**src/rtl/br_pkg.sv**
```systemverilog
// Shared branch-unit definitions: opcode encoding, BHT reset value and
// small helpers used by the resolver and its history table.
package br_pkg;

  typedef enum logic [2:0] {
    BR_NONE = 3'd0,
    BEQ     = 3'd1,
    BNE     = 3'd2,
    BLEZ    = 3'd3,
    BGTZ    = 3'd4,
    BLTZ    = 3'd5,
    BGEZ    = 3'd6,
    BGEZAL  = 3'd7
  } brOpE;

  localparam logic [1:0] BHT_INIT = 2'b01;

  // Next value of a 2-bit saturating counter.
  function automatic logic [1:0] satStep(input logic [1:0] ctr, input logic up);
    if (up) return (ctr == 2'b11) ? ctr : ctr + 2'b01;
    else    return (ctr == 2'b00) ? ctr : ctr - 2'b01;
  endfunction

  // A source register can not yet be supplied: E will write it, or M is a load.
  function automatic logic srcHazard(input logic [4:0] src,
                                     input logic       regwriteE,
                                     input logic [4:0] dstE,
                                     input logic       regwriteM,
                                     input logic       memtoregM,
                                     input logic [4:0] dstM);
    return (src != 5'd0) &&
           ((regwriteE && dstE == src) || (regwriteM && memtoregM && dstM == src));
  endfunction

endpackage

```
**src/rtl/bht_counters.sv**
```systemverilog
// Branch history table of 2-bit saturating counters: combinational read,
// synchronous update, synchronous active-low reset to weakly not-taken.
module bht_counters
  import br_pkg::*;
#(
  parameter int IDX_W = 6
) (
  input  logic             clk,
  input  logic             reset,
  input  logic [IDX_W-1:0] rdIdx,
  output logic [1:0]       rdCtr,
  input  logic             wrEn,
  input  logic [IDX_W-1:0] wrIdx,
  input  logic             wrTaken
);

  localparam int unsigned DEPTH = 2 ** IDX_W;

  logic [1:0] table_q [DEPTH];

  // Read sees the pre-update value when indices collide in one cycle.
  assign rdCtr = table_q[rdIdx];

  always_ff @(posedge clk) begin
    if (!reset) begin
      for (int unsigned i = 0; i < DEPTH; i++) table_q[i] <= BHT_INIT;
    end else if (wrEn) begin
      table_q[wrIdx] <= satStep(table_q[wrIdx], wrTaken);
    end
  end

endmodule

```
**src/rtl/branch_resolve_bht.sv**
```systemverilog
// D-stage branch resolver for the 5-stage MIPS pipeline with M/W operand
// forwarding, hazard stall, BHT prediction/update and performance counters.
module branch_resolve_bht
  import br_pkg::*;
#(
  parameter int IDX_W  = 6,
  parameter int DATA_W = 32,
  parameter int CNT_W  = 16
) (
  input  logic              clk,
  input  logic              reset,
  input  logic [DATA_W-1:0] pc_f,
  output logic              pred_taken_f,
  input  logic              valid_d,
  input  logic [2:0]        br_op_d,
  input  logic              pred_d,
  input  logic [DATA_W-1:0] pc_d,
  input  logic [DATA_W-1:0] target_d,
  input  logic [4:0]        rs_d,
  input  logic [4:0]        rt_d,
  input  logic [DATA_W-1:0] rdata1,
  input  logic [DATA_W-1:0] rdata2,
  input  logic              regwrite_e,
  input  logic              memtoreg_e,
  input  logic [4:0]        dst_e,
  input  logic              regwrite_m,
  input  logic              memtoreg_m,
  input  logic [4:0]        dst_m,
  input  logic [DATA_W-1:0] alu_result_m,
  input  logic              regwrite_w,
  input  logic [4:0]        dst_w,
  input  logic [DATA_W-1:0] wdata_w,
  output logic              stall_d,
  output logic              taken_d,
  output logic              mispredict_d,
  output logic [DATA_W-1:0] redirect_pc,
  output logic [CNT_W-1:0]  br_count,
  output logic [CNT_W-1:0]  miss_count
);

  brOpE              brOp;
  logic              active;
  logic              usesRt;
  logic              resolve;
  logic              cond;
  logic [DATA_W-1:0] opA;
  logic [DATA_W-1:0] opB;
  logic [1:0]        rdCtr;

  // E-stage loads stall like any E write, so memtoreg_e carries no extra meaning.
  logic unusedBits;
  assign unusedBits = ^{pc_f[DATA_W-1:IDX_W+2], pc_f[1:0],
                        pc_d[DATA_W-1:IDX_W+2], pc_d[1:0], memtoreg_e};

  assign brOp   = brOpE'(br_op_d);
  assign active = valid_d && (brOp != BR_NONE);
  assign usesRt = (brOp == BEQ) || (brOp == BNE);

  always_comb begin
    opA = rdata1;
    if (regwrite_m && !memtoreg_m && dst_m == rs_d && rs_d != 5'd0)
      opA = alu_result_m;
    else if (regwrite_w && dst_w == rs_d && rs_d != 5'd0)
      opA = wdata_w;
  end

  always_comb begin
    opB = rdata2;
    if (regwrite_m && !memtoreg_m && dst_m == rt_d && rt_d != 5'd0)
      opB = alu_result_m;
    else if (regwrite_w && dst_w == rt_d && rt_d != 5'd0)
      opB = wdata_w;
  end

  assign stall_d = active &&
                   (srcHazard(rs_d, regwrite_e, dst_e, regwrite_m, memtoreg_m, dst_m) ||
                    (usesRt &&
                     srcHazard(rt_d, regwrite_e, dst_e, regwrite_m, memtoreg_m, dst_m)));
  assign resolve = active && !stall_d;

  always_comb begin
    cond = 1'b0;
    case (brOp)
      BEQ:          cond = (opA == opB);
      BNE:          cond = (opA != opB);
      BLEZ:         cond = ($signed(opA) <= 0);
      BGTZ:         cond = ($signed(opA) > 0);
      BLTZ:         cond = ($signed(opA) < 0);
      BGEZ, BGEZAL: cond = ($signed(opA) >= 0);
      default:      cond = 1'b0;
    endcase
  end

  always_comb begin
    taken_d      = 1'b0;
    mispredict_d = 1'b0;
    redirect_pc  = '0;
    if (resolve) begin
      taken_d      = cond;
      mispredict_d = (cond != pred_d);
      redirect_pc  = cond ? target_d : pc_d + DATA_W'(4);
    end
  end

  bht_counters #(.IDX_W(IDX_W)) uBht (
    .clk     (clk),
    .reset   (reset),
    .rdIdx   (pc_f[IDX_W+1:2]),
    .rdCtr   (rdCtr),
    .wrEn    (resolve),
    .wrIdx   (pc_d[IDX_W+1:2]),
    .wrTaken (taken_d)
  );

  assign pred_taken_f = rdCtr[1];

  always_ff @(posedge clk) begin
    if (!reset) begin
      br_count   <= '0;
      miss_count <= '0;
    end else begin
      if (resolve && br_count != '1)        br_count   <= br_count + CNT_W'(1);
      if (mispredict_d && miss_count != '1) miss_count <= miss_count + CNT_W'(1);
    end
  end

endmodule
```
**config.mk**
```make
export PLATFORM = sky130hd
export DESIGN_NAME = branch_resolve_bht
export DESIGN_NICKNAME = d
export VERILOG_FILES = /design/src/rtl/br_pkg.sv /design/src/rtl/bht_counters.sv /design/src/rtl/branch_resolve_bht.sv
export SDC_FILE = /design/constraint.sdc
export NUM_CORES = 1
export LEC_CHECK = 0
export CORE_MARGIN = 5
export CORE_UTILIZATION = 51
export CTS_BUF_LIST = sky130_fd_sc_hd__clkbuf_4 sky130_fd_sc_hd__clkbuf_8 sky130_fd_sc_hd__clkbuf_16
export DETAILED_ROUTE_END_ITERATION = 16
export PLACE_DENSITY = 0.82
export SLEW_MARGIN = 25
export SYNTH_ARGS = -nofsm -noshare
export SYNTH_HDL_FRONTEND = slang
export SYNTH_HIERARCHICAL = 1
export SYNTH_SLANG_ARGS = --single-unit
```
**constraint.sdc**
```tcl
create_clock -name clk -period 6.3 [get_ports clk]
set_clock_uncertainty 0.05 [all_clocks]
set_input_delay 0.945 -clock clk [delete_from_list [all_inputs] [get_ports clk]]
set_output_delay 0.945 -clock clk [all_outputs]
set_load 0.01 [all_outputs]
```
==> flow_summary.toml <==
[worst_setup_path]
rr_endpoint = "uBht/table_q[8][1]$_SDFFCE_PN0P_"
r2r_slack_ps = 2950
cp_top_family = "buffers and inverters"
ff2ff_path_depth = 8
r2r_start = "uBht/table_q[47][0]$_SDFFCE_PN1P_"
slowest_stage = "or4_4"
max_stage_delay_ps = 580
cp_num_buf_inv = 7
end_kind = "primary output"
required_ps = 5300
critPathArrivalTime_ps = 5320
timing.critical_path.fanout_max = 12
cp_cell_sequence = "clkdlybuf4s50_1, xnor2_1, nand4_1, buf_4, o21ai_1, buf_4, a32oi_1, o2111ai_2, o2111ai_2, or4_4, o31a_1, o31ai_4, buf_6, bufbuf_16, buf_12, nor2_1, a211oi_2, buf_2"
criticalPathCategory = "input pin to primary output"
cp-start-kind = "input pin"

[pwr]
power_density_nw_per_um2 = 172
power_mw = 3.17
peakVddDrop_mv = 0.205
leakage_nw = 6.60

[yosys]
yosysWarningCount = 6
syn_area_um2 = 13200
syn-num-nets = 1737
postSynthCellCount = 1473
syn_area_per_cell_um2 = 8.93

[die]
die_area_um2 = 29100
fp-row-count = 58
die_h_um = 171
num_io_pins = 329
coreArea_um2 = 25300
start_util_pct = 52.1
die_w_um = 171

[clock_tree]
cts_hold_buf = 0
cts_made_buffers = 17
clk_pin_slew_ps = 60
htreeDepth = 4
root_buffer = "clkbuf_16"
clkSinkCount = 160
clockBufferDepth = 2
cts_tree = "built"
clk_latency_ps = 430

[place]
place_ws_ps = -604
io_buffers = 301
place_hpwl_um = 40200
gp_congestion = 1.03
post-place-cells = 2138

[sta]
min_period_ps = 6310
worstMarginPinSlew_ps = 977
rsz0062_at_grt = "yes"
hold_viol_final = 0
slew_viol_final = 0
finalSetupViolCount = 1
relSlewSlack_pct = 34.3
fmax_mhz = 158
layout_setup_ws_ps = -12.8
min_period_over_period_pct = 100

[run_status]
violations = "setup timing"
status = "finished, violations left"

[global_routing]
grt_max_degree = 83
grtUsageTotal_pct = 35.4
grt.overflow.total = 0
grt_pass1_wl_um = 80600
grt_pass1_vias = 14100
antenna_found_initial = 2

[routing]
ant_nets = 0
drt-total-wl_um = 54500
drt_iter0_drc = 2084
firstDrtPassIters = 11
drc_errors = 0
vias_per_cell = 6.73
num_vias = 14800
wire_per_inst_um = 24.9

[run]
maxCapViolations = 0

[final_layout]
drive_above_1_share_pct = 21.1
area_delta_synth_final_pct = 40.3
nNetsFinal = 2112
stdcell_count = 2192

[min_path]
holdPathStages = 2
hp-class = "register to register"
hold_path_end = "miss_count[8]$_SDFFE_PN0P_"
hp-start = "miss_count[8]$_SDFFE_PN0P_"
worst min-delay path: stages (launching register included):
cell	delay, ps
dfxtp_1	330
nand2_1	60
mux2i_1	60
what timing repair did:
| action | CTS | global route |
|---|---|---|
| buffers inserted | 9 | 11 |
| resized for setup | 118 | 136 |
| gates cloned | 1 | 0 |
| endpoints found under the hold margin | 0 | 0 |
| setup endpoints to repair | 34 | 34 |
| pin swaps | 14 | 28 |
cell usage in the layout, fill, tap and decap left out, types with 13 or more instances in the layout:
cell,n
xor2_1,41
xnor2_1,43
nor4_1,24
a21oi_1,30
nand3_1,132
buf_2,28
dfxtp_1,32
nand2b_1,18
nand3_2,13
buf_4,152
clkbuf_16,17
a211oi_1,23
and3_1,25
nor2b_1,15
mux4_2,32
o21ai_1,23
a221oi_1,20
edfxtp_1,128
nor2_1,128
mux2i_1,71
nor3_1,21
clkdlybuf4s50_1,252
a31oi_1,18
buf_12,16
o21ai_0,29
nand2_1,189
nand4_1,21
a211oi_2,13
and2_1,17
o211ai_1,13
a22oi_1,19
metrics by stage:
step	setup TNS (ps)	util, %	area (um^2)	hold slack [ps]
finish	-12.8	73.1	18500	446
global route	-1200	73.1	18500	476
CTS	0	71.8	18100	445
detailed placement	-22050	68.6	17300	436
global placement	-16130	68.6	17300	419
floorplan	0	-	13200	448
flip-flops by register name, indices dropped and copies added, names as in the netlist:
register      flops
miss_count       16
br_count         16
uBht/table_q    128
power breakdown:
part	internal (mW)	switching, mW	leakage, nW	total, mW
logic	0.430	0.498	4.90	0.928
registers	1.16	0.0159	1.41	1.18
clock network	0.639	0.428	0.294	1.07
total	2.23	0.941	6.60	3.17
worst max path at each step:
stage / from / end / slack (ps) / depth (start not counted)
finish: dst_w[3] / redirect_pc[13] / -10 / 18
global route: dst_w[3] / redirect_pc[13] / -130 / 19
CTS: rt_d[1] / redirect_pc[25] / 0.2 / 18
detailed placement: rs_d[3] / redirect_pc[23] / -600 / 18
global placement: rt_d[1] / redirect_pc[13] / -530 / 19
floorplan: rs_d[0] / redirect_pc[2] / 890 / 15
routing by layer:
metal,up-vias,routed length (um),track usage [%],share of wire (%)
met3,289,6350,8.13,12
met1,6953,19100,43.0,35
met2,1167,25500,59.1,47
met4,0,3530,18.1,6.5
li1,6341,-,-,-
met5,-,0,0,0
layout make-up:
cell class	instances	area [um^2]
flip-flops and latches	160	4480
fillers	1793	6800
inverters	9	33.8
clock inverters	11	156
diodes	2	5.00
repair buffers	479	4450
well taps	330	413
clock buffers	20	448
multi-input cells	1181	8460
(Power assumes the default switching activity.)
